**src/rtl/multicycle_pkg.sv**
```systemverilog
// Shared encodings for the multi-cycle RV32I control sequencer: state
// enumeration, major opcodes and datapath select values.
package multicycle_pkg;

   typedef enum logic [3:0] {
      S_IDLE     = 4'd0,
      S_FETCH    = 4'd1,
      S_DECODE   = 4'd2,
      S_MEM_ADDR = 4'd3,
      S_MEM_RD   = 4'd4,
      S_MEM_WB   = 4'd5,
      S_MEM_WR   = 4'd6,
      S_EXEC_R   = 4'd7,
      S_EXEC_I   = 4'd8,
      S_ALU_WB   = 4'd9,
      S_BRANCH   = 4'd10,
      S_JAL      = 4'd11,
      S_JALR     = 4'd12,
      S_TRAP     = 4'd13
   } state_t;

   localparam logic [6:0] OP_LOAD   = 7'b0000011;
   localparam logic [6:0] OP_STORE  = 7'b0100011;
   localparam logic [6:0] OP_RTYPE  = 7'b0110011;
   localparam logic [6:0] OP_ITYPE  = 7'b0010011;
   localparam logic [6:0] OP_BRANCH = 7'b1100011;
   localparam logic [6:0] OP_JAL    = 7'b1101111;
   localparam logic [6:0] OP_JALR   = 7'b1100111;

   localparam logic [1:0] SRCA_PC    = 2'd0;
   localparam logic [1:0] SRCA_RS1   = 2'd1;
   localparam logic [1:0] SRCA_OLDPC = 2'd2;

   localparam logic [1:0] SRCB_RS2   = 2'd0;
   localparam logic [1:0] SRCB_FOUR  = 2'd1;
   localparam logic [1:0] SRCB_IMM   = 2'd2;

   localparam logic [1:0] REGSRC_ALUOUT = 2'd0;
   localparam logic [1:0] REGSRC_MDR    = 2'd1;
   localparam logic [1:0] REGSRC_PC     = 2'd2;

   localparam logic [1:0] ALUOP_ADD   = 2'b00;
   localparam logic [1:0] ALUOP_SUB   = 2'b01;
   localparam logic [1:0] ALUOP_RTYPE = 2'b10;
   localparam logic [1:0] ALUOP_ITYPE = 2'b11;

endpackage

```
**src/rtl/opcode_class_decoder.sv**
```systemverilog
// Maps the instruction opcode to the state that follows DECODE and flags
// opcodes the core does not implement.
module opcode_class_decoder
   import multicycle_pkg::*;
(
   input  logic [6:0] i_opcode,
   output state_t     o_next_state,
   output logic       o_illegal
);

   always_comb begin
      o_next_state = S_TRAP;
      o_illegal    = 1'b1;
      case (i_opcode)
         OP_LOAD, OP_STORE: begin o_next_state = S_MEM_ADDR; o_illegal = 1'b0; end
         OP_RTYPE:          begin o_next_state = S_EXEC_R;   o_illegal = 1'b0; end
         OP_ITYPE:          begin o_next_state = S_EXEC_I;   o_illegal = 1'b0; end
         OP_BRANCH:         begin o_next_state = S_BRANCH;   o_illegal = 1'b0; end
         OP_JAL:            begin o_next_state = S_JAL;      o_illegal = 1'b0; end
         OP_JALR:           begin o_next_state = S_JALR;     o_illegal = 1'b0; end
         default: ;
      endcase
   end

endmodule

```
**src/rtl/multicycle_controller.sv**
```systemverilog
// Control sequencer for the multi-cycle RV32I core: steps the shared datapath
// through fetch/decode/execute/memory/writeback with a memory-ready handshake.
module multicycle_controller
   import multicycle_pkg::*;
(
   input  logic       clk,
   input  logic       reset,
   input  logic       start,
   input  logic [6:0] opCode,
   input  logic       memReady,
   output logic       pcWrite,
   output logic       pcWriteCond,
   output logic       irWrite,
   output logic       iorD,
   output logic       memRead,
   output logic       memWrite,
   output logic       regWrite,
   output logic [1:0] regSrc,
   output logic [1:0] ALUSrcA,
   output logic [1:0] ALUSrcB,
   output logic [1:0] ALUOp,
   output logic       PCSource,
   output logic       instRetired,
   output logic       illegalInst,
   output logic [3:0] state
);

   state_t r_state;
   state_t w_next;
   state_t w_dec_next;
   logic   w_dec_illegal;

   opcode_class_decoder u_dec (
      .i_opcode     (opCode),
      .o_next_state (w_dec_next),
      .o_illegal    (w_dec_illegal)
   );

   always_ff @(posedge clk) begin
      if (reset) r_state <= S_IDLE;
      else       r_state <= w_next;
   end

   assign state = r_state;

   always_comb begin
      w_next      = r_state;
      pcWrite     = 1'b0;
      pcWriteCond = 1'b0;
      irWrite     = 1'b0;
      iorD        = 1'b0;
      memRead     = 1'b0;
      memWrite    = 1'b0;
      regWrite    = 1'b0;
      regSrc      = REGSRC_ALUOUT;
      ALUSrcA     = SRCA_PC;
      ALUSrcB     = SRCB_RS2;
      ALUOp       = ALUOP_ADD;
      PCSource    = 1'b0;
      instRetired = 1'b0;
      illegalInst = 1'b0;
      case (r_state)
         S_IDLE: if (start) w_next = S_FETCH;
         S_FETCH: begin
            memRead = 1'b1;
            ALUSrcB = SRCB_FOUR;
            if (memReady) begin
               irWrite = 1'b1;
               pcWrite = 1'b1;
               w_next  = S_DECODE;
            end
         end
         // PC+imm computed here lands in ALUOut for BRANCH/JAL
         S_DECODE: begin
            ALUSrcA = SRCA_OLDPC;
            ALUSrcB = SRCB_IMM;
            w_next  = w_dec_illegal ? S_TRAP : w_dec_next;
         end
         S_MEM_ADDR: begin
            ALUSrcA = SRCA_RS1;
            ALUSrcB = SRCB_IMM;
            w_next  = opCode[5] ? S_MEM_WR : S_MEM_RD;
         end
         S_MEM_RD: begin
            memRead = 1'b1;
            iorD    = 1'b1;
            if (memReady) w_next = S_MEM_WB;
         end
         S_MEM_WB: begin
            regWrite    = 1'b1;
            regSrc      = REGSRC_MDR;
            instRetired = 1'b1;
            w_next      = S_FETCH;
         end
         S_MEM_WR: begin
            memWrite = 1'b1;
            iorD     = 1'b1;
            if (memReady) begin
               instRetired = 1'b1;
               w_next      = S_FETCH;
            end
         end
         S_EXEC_R: begin
            ALUSrcA = SRCA_RS1;
            ALUOp   = ALUOP_RTYPE;
            w_next  = S_ALU_WB;
         end
         S_EXEC_I: begin
            ALUSrcA = SRCA_RS1;
            ALUSrcB = SRCB_IMM;
            ALUOp   = ALUOP_ITYPE;
            w_next  = S_ALU_WB;
         end
         S_ALU_WB: begin
            regWrite    = 1'b1;
            instRetired = 1'b1;
            w_next      = S_FETCH;
         end
         S_BRANCH: begin
            ALUSrcA     = SRCA_RS1;
            ALUOp       = ALUOP_SUB;
            pcWriteCond = 1'b1;
            PCSource    = 1'b1;
            instRetired = 1'b1;
            w_next      = S_FETCH;
         end
         S_JAL: begin
            regWrite    = 1'b1;
            regSrc      = REGSRC_PC;
            pcWrite     = 1'b1;
            PCSource    = 1'b1;
            instRetired = 1'b1;
            w_next      = S_FETCH;
         end
         S_JALR: begin
            ALUSrcA     = SRCA_RS1;
            ALUSrcB     = SRCB_IMM;
            regWrite    = 1'b1;
            regSrc      = REGSRC_PC;
            pcWrite     = 1'b1;
            instRetired = 1'b1;
            w_next      = S_FETCH;
         end
         S_TRAP: illegalInst = 1'b1;
         default: w_next = S_IDLE;
      endcase
   end

endmodule

```
**config.mk**
```make
export PLATFORM = sky130hd
export DESIGN_NAME = multicycle_controller
export DESIGN_NICKNAME = d
export VERILOG_FILES = /design/src/rtl/multicycle_pkg.sv /design/src/rtl/opcode_class_decoder.sv /design/src/rtl/multicycle_controller.sv
export SDC_FILE = /design/constraint.sdc
export NUM_CORES = 1
export LEC_CHECK = 0
export ABC_AREA = 1
export CORE_MARGIN = 2
export CORE_UTILIZATION = 37
export DETAILED_ROUTE_END_ITERATION = 10
export PLACE_DENSITY = 0.88
export REMOVE_ABC_BUFFERS = 1
export SYNTH_ARGS = -nofsm -noshare
export SYNTH_HDL_FRONTEND = slang
export SYNTH_SLANG_ARGS = --single-unit
export TNS_END_PERCENT = 20
```
**constraint.sdc**
```tcl
create_clock -name clk -period 1.6 [get_ports clk]
set_input_delay 0.4 -clock clk [delete_from_list [all_inputs] [get_ports clk]]
set_output_delay 0.4 -clock clk [all_outputs]
set_load 0.01 [all_outputs]
```
==> impl_metrics.toml, run 1 <==
[global_route]
number_of_global_route_vias_before_repair = 1027
gr-usage-all-layers = 0.301
grt_start_max_net_pins = 7
grt_first_pass_wirelength_um = 4330
grt_remaining_overflow = 0
antenna_found_initial = 0

[cts]
cts.htree.levels = 1
numCtsBuffers = 3
max-clock-path-buffers = 2
cts_root_buffer = "sky130_fd_sc_hd__clkbuf_4"
clock_insertion_delay_worst_skew_ns = 0.25
cts_tree = "built"
clkTransAtPathRegs_ns = 0.05
number_of_sinks_handled_by_clock_tree_synthesis = 4

[sta]
post_route_worst_hold_slack_ns = 0.672
max_slew.worst_pin.slew_ns = 0.240
clock-skew-final_ns = 0.0168
slew_headroom = 0.840
rsz0062_at_grt = "true"
timing.final.max_slew_violations = 0
final-hold-violation-count = 0
finalCriticalPeriod_ns = 1.77
report.final.setup_viol = 12
postLayoutSetupSlackWorst_ns = -0.172
fmax_ghz = 0.564
layout_worst_path_cycle_share = 1.11

[routing]
detail_route.first_pass.iterations = 4
dr.max_layer_used = "met4"
post-route-drc-count = 0
detail_route.wirelength.met1_um = 1100
initialDrtViolationCount = 28
route.detailed.vias_per_inst = 5.28
ant_nets = 0
wire_per_inst_um = 14.8
wl_met2_um = 1530
dr_wl_met3_um = 149
wirelength_um = 2900
vias = 1034

[floorplan]
die-height_um = 44.1
floorplan.die_area_um2 = 1950
initial_core_util = 0.395
design.core.area_um2 = 1510
rows = 14
pin_count = 33
die_x_um = 44.1

[critical_path]
r2r.worst_path.cells = 10
cpLargestDelayFamily = "flip-flops"
crit_path_max_fanout = 5
crit_slowest_cell = "sky130_fd_sc_hd__dfxtp_4"
critical-path-max-stage-delay_ns = 0.40
critical_path.cell_chain = "nor2_4 -> inv_2 -> buf_4 -> nor2_2 -> nor2_1 -> nand3_1 -> buf_2"
startpoint_types = "register"
timing.critical_path.buf_inv = 3
worst-r2r-setup-slack_ns = 0
critical_path.reg2reg.endpoint = "state[1]"
end_kind = "output pin"
crit_arrival_ns = 1.37
worst_r2r_startpoint = "state[2]"
required_ns = 1.20
worst-setup-path-type = "reg -> out"

[yosys]
post-synth-top-area-cell = "sky130_fd_sc_hd__nand2_1"
synth.ff_latch_count = 4
synthesis.area_um2 = 596
yosysTopAreaCellShare = 0.202
yosysUniqueCellTypes = 20
synth.avg_cell_area_um2 = 5.18
synth.area.top_cells = "sky130_fd_sc_hd__nand2_1 (20%), sky130_fd_sc_hd__nor2_1 (15%), sky130_fd_sc_hd__dfxtp_1 (13%)"
yosysWarnings = 0
synthCells = 115
sequential_element_share_of_the_synthesized_area = 0.134

[power]
power.static_leakage_nw = 0.743
power_switching_share = 0.498
seq_power_share = 0.140
clock_power_share = 0.082
sw_pwr_mw = 0.813
comb_power_share = 0.778
p_per_area_nw_per_um2 = 1280
cell_internal_power_mw = 0.819
vdd.ir_drop.worst_uv = 945

[place]
dp.final_hpwl_um = 1780
dpl_worst_slack_ns = -0.473
gpl.final_weighted_congestion = 0.846
port-buffer-count = 32

[cells_and_area]
insertedDiodeCount = 0
final.fill_count = 96
signed_area_change_from_the_synthesized_netlist_to_the_final_layout_pct = 114
largest_register_ffs = 4
final_layout_size_suffix_gt1_frac = 0.550
nNetsFinal = 193

[outcome]
status = "finished with violations"
violations = "setup timing"

[worst_hold_path]
worst_hold_path_type = "in -> reg"
holdPathStages = 4
worst_min_delay_path_endpoint = "state[0]"
hold_start = "memReady"

[run]
max-cap-violations = 0
[cells in the final DEF, fill, tap and decap left out, types with 5 or more instances in the layout]
cell type,synthesis,final
sky130_fd_sc_hd__nand2_1,32,26
sky130_fd_sc_hd__buf_6,1,9
sky130_fd_sc_hd__dlygate4sd2_1,0,5
sky130_fd_sc_hd__dlymetal6s2s_1,0,6
sky130_fd_sc_hd__inv_2,7,12
sky130_fd_sc_hd__buf_4,0,29
sky130_fd_sc_hd__buf_2,0,9
sky130_fd_sc_hd__nor2_4,4,10
sky130_fd_sc_hd__nor2_2,3,7
sky130_fd_sc_hd__inv_1,16,10
sky130_fd_sc_hd__nor2_1,24,14
[layout make-up]
class / count / area, um^2 / share of cell area
clock buffers: 3 / 22.5 / 0.0177
flip-flops and latches: 4 / 95.1 / 0.0747
well taps: 16 / 20.0 / 0.0157
inverters: 24 / 92.6 / 0.0728
repair buffers: 63 / 528 / 0.415
multi-input cells: 86 / 514 / 0.404
[worst max path at each step]
stage	from	endpoint	slack, ns	cells past startpoint
floorplan	state[0]	regWrite	-0.10	6
global placement	memReady	pcWrite	-0.45	4
detailed placement	memReady	pcWrite	-0.47	4
CTS	state[3]	ALUSrcA[0]	-0.1	8
global route	state[0]	instRetired	-0.23	7
finish	state[0]	instRetired	-0.17	7
[layer usage]
metal | GRT usage | up-vias
li1 | - | 482
met1 | 0.307 | 490
met2 | 0.559 | 50
met3 | 0.0490 | 12
met4 | 0.194 | 0
met5 | 0 | -
[Yosys cell counts]
cell,n
sky130_fd_sc_hd__o21ai_1,1
sky130_fd_sc_hd__nand3_1,2
sky130_fd_sc_hd__clkinv_1,1
sky130_fd_sc_hd__nor2_1,24
sky130_fd_sc_hd__a22oi_1,1
sky130_fd_sc_hd__a31o_1,1
sky130_fd_sc_hd__nor2_2,3
sky130_fd_sc_hd__inv_2,7
sky130_fd_sc_hd__nor2_4,4
sky130_fd_sc_hd__nand3_2,1
sky130_fd_sc_hd__nand2_4,1
sky130_fd_sc_hd__o211ai_1,1
sky130_fd_sc_hd__o21ai_0,5
sky130_fd_sc_hd__buf_6,1
sky130_fd_sc_hd__o21ai_2,1
sky130_fd_sc_hd__nand2_1,32
sky130_fd_sc_hd__a21oi_1,8
sky130_fd_sc_hd__inv_1,16
sky130_fd_sc_hd__nand4_1,1
sky130_fd_sc_hd__dfxtp_1,4
[power by group through the flow]
| stage | Clock [mW] | Sequential (mW) | Combinational, mW |
|---|---|---|---|
| floorplan | 0 | 0.210 | 0.459 |
| global placement | 0 | 0.182 | 1.04 |
| detailed placement | 0 | 0.185 | 1.07 |
| CTS | 0.129 | 0.215 | 1.08 |
| global route | 0.140 | 0.234 | 1.36 |
| finish | 0.134 | 0.228 | 1.27 |
[timing repair]
action / in CTS / in global routing
endpoints found under the setup margin: 22 / 19
buffers inserted: 4 / 2
gates resized for setup: 105 / 29
hold buffers: 0 / 0
pin swaps: 11 / 5
[cell families after synthesis]
logic type             after synthesis  synth area share
AND/OR/NAND/NOR                     68             0.523
AO/OA/AOI/OAI                       18             0.172
buffers and inverters               25             0.170
flip-flops                           4             0.134
[metrics by stage]
stage / instance area, um^2 / power (mW) / utilization / TNS [ns] / cells
CTS: 1180 / 1.42 / 0.782 / -0.350 / 194
floorplan: 584 / 0.669 / - / -0.192 / 114
detailed placement: 1110 / 1.25 / 0.738 / -5.53 / 187
global route: 1270 / 1.73 / 0.845 / -1.77 / 196
finish: 1270 / 1.63 / 0.845 / -0.983 / 196
global placement: 1110 / 1.22 / 0.738 / -4.76 / 187
[worst reg2reg max path, delay by kind of cell, from the launching register on]
family / cells / cell delay, ns
buf+inv: 4 / 0.48
flops: 1 / 0.37
simple gates: 5 / 0.47
compound gates: 1 / 0.17
(Power assumes the default switching activity.)
==> run 2, diff against run 1 <==
--- a/config.mk
+++ b/config.mk
@@ -6,6 +6,7 @@
 export NUM_CORES = 1
 export LEC_CHECK = 0
 export ABC_AREA = 1
+export CORE_ASPECT_RATIO = 1.1
 export CORE_MARGIN = 2
 export CORE_UTILIZATION = 37
 export DETAILED_ROUTE_END_ITERATION = 10
==> run 2 against run 1 <==
Compared with the run above: worst setup slack better by 0.037 ns; sequential power is 3% lower; first-iteration DRC count stayed put; worst hold slack worse by 0.0017 ns; the flow still finishes with violations (setup timing); register-to-register slack hardly changed; critical path depth is 1 higher; critical path type unchanged; critical endpoint is now ALUSrcA[0]; clock power is 6% lower; core utilization is 2.7 points lower; combinational power is 4% lower; non-clock buffer count is 2 higher.
==> impl_metrics.toml, run 2 (synthesis gave the netlist of run 1 again) <==
[critical_path]
required_ns = 1.20
critical_path.reg2reg.endpoint = "state[2]"
worst-setup-path-type = "reg -> out"
crit_path_max_fanout = 5
worst-r2r-setup-slack_ns = 0.01
critical_path.cell_chain = "inv_2 -> nand2_4 -> nor2_1 -> a21oi_2 -> inv_1 -> nor2_1 -> nand2_1 -> buf_2"
crit_arrival_ns = 1.33
startpoint_types = "register"
critPathLaunch = "state[2]"
r2r.worst_path.cells = 11
worst_r2r_startpoint = "state[0]"
end_kind = "output pin"
crit_slowest_cell = "sky130_fd_sc_hd__dfxtp_4"
path_common_cell = "sky130_fd_sc_hd__nor2_1"
critical-path-max-stage-delay_ns = 0.39

[routing]
ant_nets = 0
wirelength_um = 2790
detail_route.first_pass.iterations = 4
route.detailed.vias_per_inst = 5.21
vias = 1037
post-route-drc-count = 0
initialDrtViolationCount = 28
wire_per_inst_um = 14.0

[floorplan]
design.core.area_um2 = 1540
floorplan.die_area_um2 = 1950
pin_count = 33
rows = 15
initial_core_util = 0.387
die_x_um = 42.3
die-height_um = 46.1

[sta]
finalCriticalPeriod_ns = 1.73
post_route_worst_hold_slack_ns = 0.670
final-hold-violation-count = 0
slew_headroom = 0.866
timing.final.max_slew_violations = 0
layout_worst_path_cycle_share = 1.08
rsz0062_at_grt = "true"
report.final.setup_viol = 10
postLayoutSetupSlackWorst_ns = -0.135
clock-skew-final_ns = 0.00421
fmax_ghz = 0.576
max_slew.worst_pin.slew_ns = 0.201

[run]
max-cap-violations = 0

[cells_and_area]
insertedDiodeCount = 0
largest_register_ffs = 4
nNetsFinal = 195
mostFrequentLayoutCells = "sky130_fd_sc_hd__nand2_1 (30), sky130_fd_sc_hd__buf_4 (30), sky130_fd_sc_hd__nor2_1 (17), sky130_fd_sc_hd__inv_1 (12), sky130_fd_sc_hd__buf_2 (10)"
signed_area_change_from_the_synthesized_netlist_to_the_final_layout_pct = 111
layout.core_utilization = 0.818
final_layout_size_suffix_gt1_frac = 0.516

[worst_hold_path]
hold_start = "memReady"
holdPathStages = 4
worst_hold_path_type = "in -> reg"
worst_min_delay_path_endpoint = "state[0]"

[place]
gpl.final_weighted_congestion = 0.831
dp.final_hpwl_um = 1730
port-buffer-count = 32

[cts]
cts_tree = "built"
clkTransAtPathRegs_ns = 0.04
numCtsBuffers = 3
cts.htree.levels = 1
max-clock-path-buffers = 2
cts_hold_buffers = 0
clock_insertion_delay_worst_skew_ns = 0.24
number_of_sinks_handled_by_clock_tree_synthesis = 4
cts_root_buffer = "sky130_fd_sc_hd__clkbuf_4"

[outcome]
status = "finished with violations"
violations = "setup timing"

[global_route]
gr-usage-all-layers = 0.252
grt_start_max_net_pins = 7
grt_remaining_overflow = 0
grt_first_pass_wirelength_um = 3770
antenna_found_initial = 0
number_of_global_route_vias_before_repair = 963

[power]
p_per_area_nw_per_um2 = 1240
clock_power_share = 0.080
power_switching_share = 0.494
seq_power_share = 0.142
post-layout-total-power_mw = 1.56
cell_internal_power_mw = 0.791
power.static_leakage_nw = 0.729
vdd.ir_drop.worst_uv = 585
comb_power_share = 0.777
sw_pwr_mw = 0.772
run 2: repair_timing:
action,in CTS,in global routing
gates resized for setup,106,18
pin swaps,9,6
endpoints found under the setup margin,22,22
buffers inserted,4,5
run 2: power by group through the flow:
stage | Combinational (mW) | Clock, mW | Sequential (mW)
final | 1.22 | 0.126 | 0.222
after global routing | 1.30 | 0.139 | 0.228
after CTS | 1.07 | 0.127 | 0.216
after detailed placement | 1.04 | 0 | 0.186
after global placement | 1.01 | 0 | 0.185
after floorplan | 0.459 | 0 | 0.210
run 2: routing by layer:
| metal | vias to the layer above | global-route usage | routed length (um) |
|---|---|---|---|
| met5 | - | 0 | 0 |
| met4 | 0 | 0.119 | 102 |
| met3 | 10 | 0.0431 | 114 |
| met2 | 51 | 0.517 | 1560 |
| met1 | 492 | 0.245 | 1010 |
| li1 | 484 | - | - |
run 2: final cells by class:
| type | count | area, um^2 |
|---|---|---|
| Timing Repair Buffer | 65 | 528 |
| Inverter | 24 | 95.1 |
| Sequential cell | 4 | 95.1 |
| Tap cell | 17 | 21.3 |
| Clock buffer | 3 | 22.5 |
| Multi-Input combinational cell | 86 | 497 |
| Fill cell | 104 | 280 |
run 2: how the worst max path moves through the flow:
stage                 endpoint  cells past startpoint
floorplan             regWrite                      6
global placement       pcWrite                      4
detailed placement     pcWrite                      4
CTS                 ALUSrcA[0]                      8
global route        ALUSrcA[0]                      8
finish              ALUSrcA[0]                      8
run 2: metrics by stage:
step                      area (um^2)  setup slack [ns]  setup TNS (ns)  cells
final                            1260            -0.135          -0.670    199
after global routing             1260            -0.182           -1.35    199
after CTS                        1190           -0.0817          -0.340    194
after detailed placement         1110            -0.512           -5.37    187
after global placement           1110            -0.446           -4.77    187
after floorplan                   584            -0.105          -0.192    114
run 2: critical path: cells and delay by family, from the launching register on:
family                 cells  cell delay, ns
flip-flops                 1            0.39
AND/OR/NAND/NOR            4            0.29
buffers and inverters      3            0.29
AO/OA/AOI/OAI              1            0.12
==> patch (config.mk and constraints of run 2) <==
Register the output `instRetired`; this adds one clock of latency there. The other outputs are not delayed to match.
--- a/src/rtl/multicycle_controller.sv
+++ b/src/rtl/multicycle_controller.sv
@@ -25,4 +25,6 @@
    output logic [3:0] state
 );
+
+   logic instRetired_d;
 
    state_t r_state;
@@ -58,5 +60,5 @@
       ALUOp       = ALUOP_ADD;
       PCSource    = 1'b0;
-      instRetired = 1'b0;
+      instRetired_d = 1'b0;
       illegalInst = 1'b0;
       case (r_state)
@@ -90,5 +92,5 @@
             regWrite    = 1'b1;
             regSrc      = REGSRC_MDR;
-            instRetired = 1'b1;
+            instRetired_d = 1'b1;
             w_next      = S_FETCH;
          end
@@ -97,5 +99,5 @@
             iorD     = 1'b1;
             if (memReady) begin
-               instRetired = 1'b1;
+               instRetired_d = 1'b1;
                w_next      = S_FETCH;
             end
@@ -114,5 +116,5 @@
          S_ALU_WB: begin
             regWrite    = 1'b1;
-            instRetired = 1'b1;
+            instRetired_d = 1'b1;
             w_next      = S_FETCH;
          end
@@ -122,5 +124,5 @@
             pcWriteCond = 1'b1;
             PCSource    = 1'b1;
-            instRetired = 1'b1;
+            instRetired_d = 1'b1;
             w_next      = S_FETCH;
          end
@@ -130,5 +132,5 @@
             pcWrite     = 1'b1;
             PCSource    = 1'b1;
-            instRetired = 1'b1;
+            instRetired_d = 1'b1;
             w_next      = S_FETCH;
          end
@@ -139,5 +141,5 @@
             regSrc      = REGSRC_PC;
             pcWrite     = 1'b1;
-            instRetired = 1'b1;
+            instRetired_d = 1'b1;
             w_next      = S_FETCH;
          end
@@ -147,4 +149,8 @@
    end
 
+   always_ff @(posedge clk) begin
+      instRetired <= instRetired_d;
+   end
+
 endmodule
 
Behaviour: not the same (a bounded check fails within 4 cycles, from zero or initial values and one cycle with reset high).
==> patch against run 2 <==
The run still ends with negative setup slack left. Wire length up 1.1%. Design area up 4.3%. Clock skew up 0.0024 ns. Via count down 3.1%. Power up 5.1%. Sequential cell count up 1. Synthesized area down 2.1%. Setup slack worse by 0.015 ns. Largest cell class unchanged. Largest power group unchanged.
==> patch: results (changes against run 2) <==
[synth]
synth.distinct_cells = 17  ; was 20
synthCells = 117  ; was 115
synthTopCellsByCount = nand2_1 (28), nor2_1 (27), inv_1 (21)  ; was nand2_1 (32), nor2_1 (24), inv_1 (16)
synth_area_leaders = nand2_1 (18%), nor2_1 (17%), dfxtp_1 (17%), inv_1 (14%), nand3_1 (6.9%)  ; was nand2_1 (20%), nor2_1 (15%), dfxtp_1 (13%), inv_1 (10%), nor2_4 (7.6%)

[status]
status = complete, but fails checks  ; unchanged
failed_checks = negative setup slack  ; unchanged

[pwr]
seq_cell_power_mw = 0.262  ; was 0.222 mW
ir_worst_vdd_mv = 0.882  ; was 0.585 mV
p_sw_share_pct = 49.9  ; was 49.4%
power_leakage_nw = 0.723  ; was 0.729 nW

[routing]
dr.first_iter.drc_count = 19  ; was 28
vias_per_cell = 4.95  ; was 5.21
wire_per_inst_um = 13.9  ; was 14.0 um

[min_path]
hp-class = reg -> reg  ; was in -> reg

[clock_tree]
cts-resized-gates = 93  ; was 106
insertion_delay_ns = 0.26  ; was 0.24 ns

[place]
gp_congestion = 0.909  ; was 0.831
hpwl_um = 1770  ; was 1730 um

[global_routing]
grt_pass1_wl_um = 4080  ; was 3770 um
grt_use_met3_pct = 7.14  ; was 4.31%
use_met2_pct = 58.8  ; was 51.7%
track_usage_pct = 28.3  ; was 25.2%

[cells_and_area]
layout.nets = 198  ; was 195

[sta]
finalSetupViolations = 13  ; was 10
timing.final.ws_setup_ns = -0.149  ; was -0.135 ns
relSlewSlack_pct = 79.7  ; was 86.6%
skew_ns = 0.00664  ; was 0.00421 ns

## patch: cell types whose count changed after synthesis, moves of 3 or more
| cell | run 2 | this run |
|---|---|---|
| inv_1 | 16 | 21 |
| inv_2 | 7 | 4 |
| nand2_1 | 32 | 28 |
| nand3_1 | 2 | 8 |
| nor2_1 | 24 | 27 |
| nor2_4 | 4 | 0 |
## patch: path summary, 6_finish.rpt
path	cells after the start	endpoint	startpoint	slack, ns
setup / recovery	6	ALUOp[1]	state[0]	-0.15
hold reg to reg	3	state[2]	state[2]	0.69
setup reg to reg	11	state[0]	state[0]	0.17
hold / removal	3	state[2]	state[2]	0.69
## patch: final cells by class
class                           count  area, um^2
Timing Repair Buffer               65         533
Clock buffer                        3        22.5
Sequential cell                     5         115
Fill cell                          93         208
Inverter                           25         101
Tap cell                           17        21.3
Multi-Input combinational cell     87         514
Clock inverter                      1        5.00
## patch: worst max-delay path, stage by stage (launching register included)
cell	delay, ns
dfxtp_4	0.37
nor2_4	0.14
inv_4	0.07
nor2_2	0.17
a21oi_4	0.06
inv_1	0.06
clkdlybuf4s15_2	0.21
## patch: cells by family after synthesis
group	share of synthesized area, %
AO/OA/AOI/OAI	15.2
buffers and inverters	16.1
flip-flops	17.2
AND/OR/NAND/NOR	51.5
## patch: metrics by stage
stage | area, um^2 | setup WS, ns | TNS (ns) | utilization [%] | hold WS, ns
2_1_floorplan | 583 | -0.0686 | -0.0686 | - | 0.462
3_3_place_gp | 1130 | -0.428 | -4.02 | 74.2 | 0.635
3_5_place_dp | 1130 | -0.449 | -4.94 | 74.2 | 0.663
4_1_cts | 1200 | -0.160 | -1.26 | 78.8 | 0.665
5_1_grt | 1310 | -0.219 | -2.41 | 86.3 | 0.720
6_report | 1310 | -0.149 | -1.04 | 86.3 | 0.689
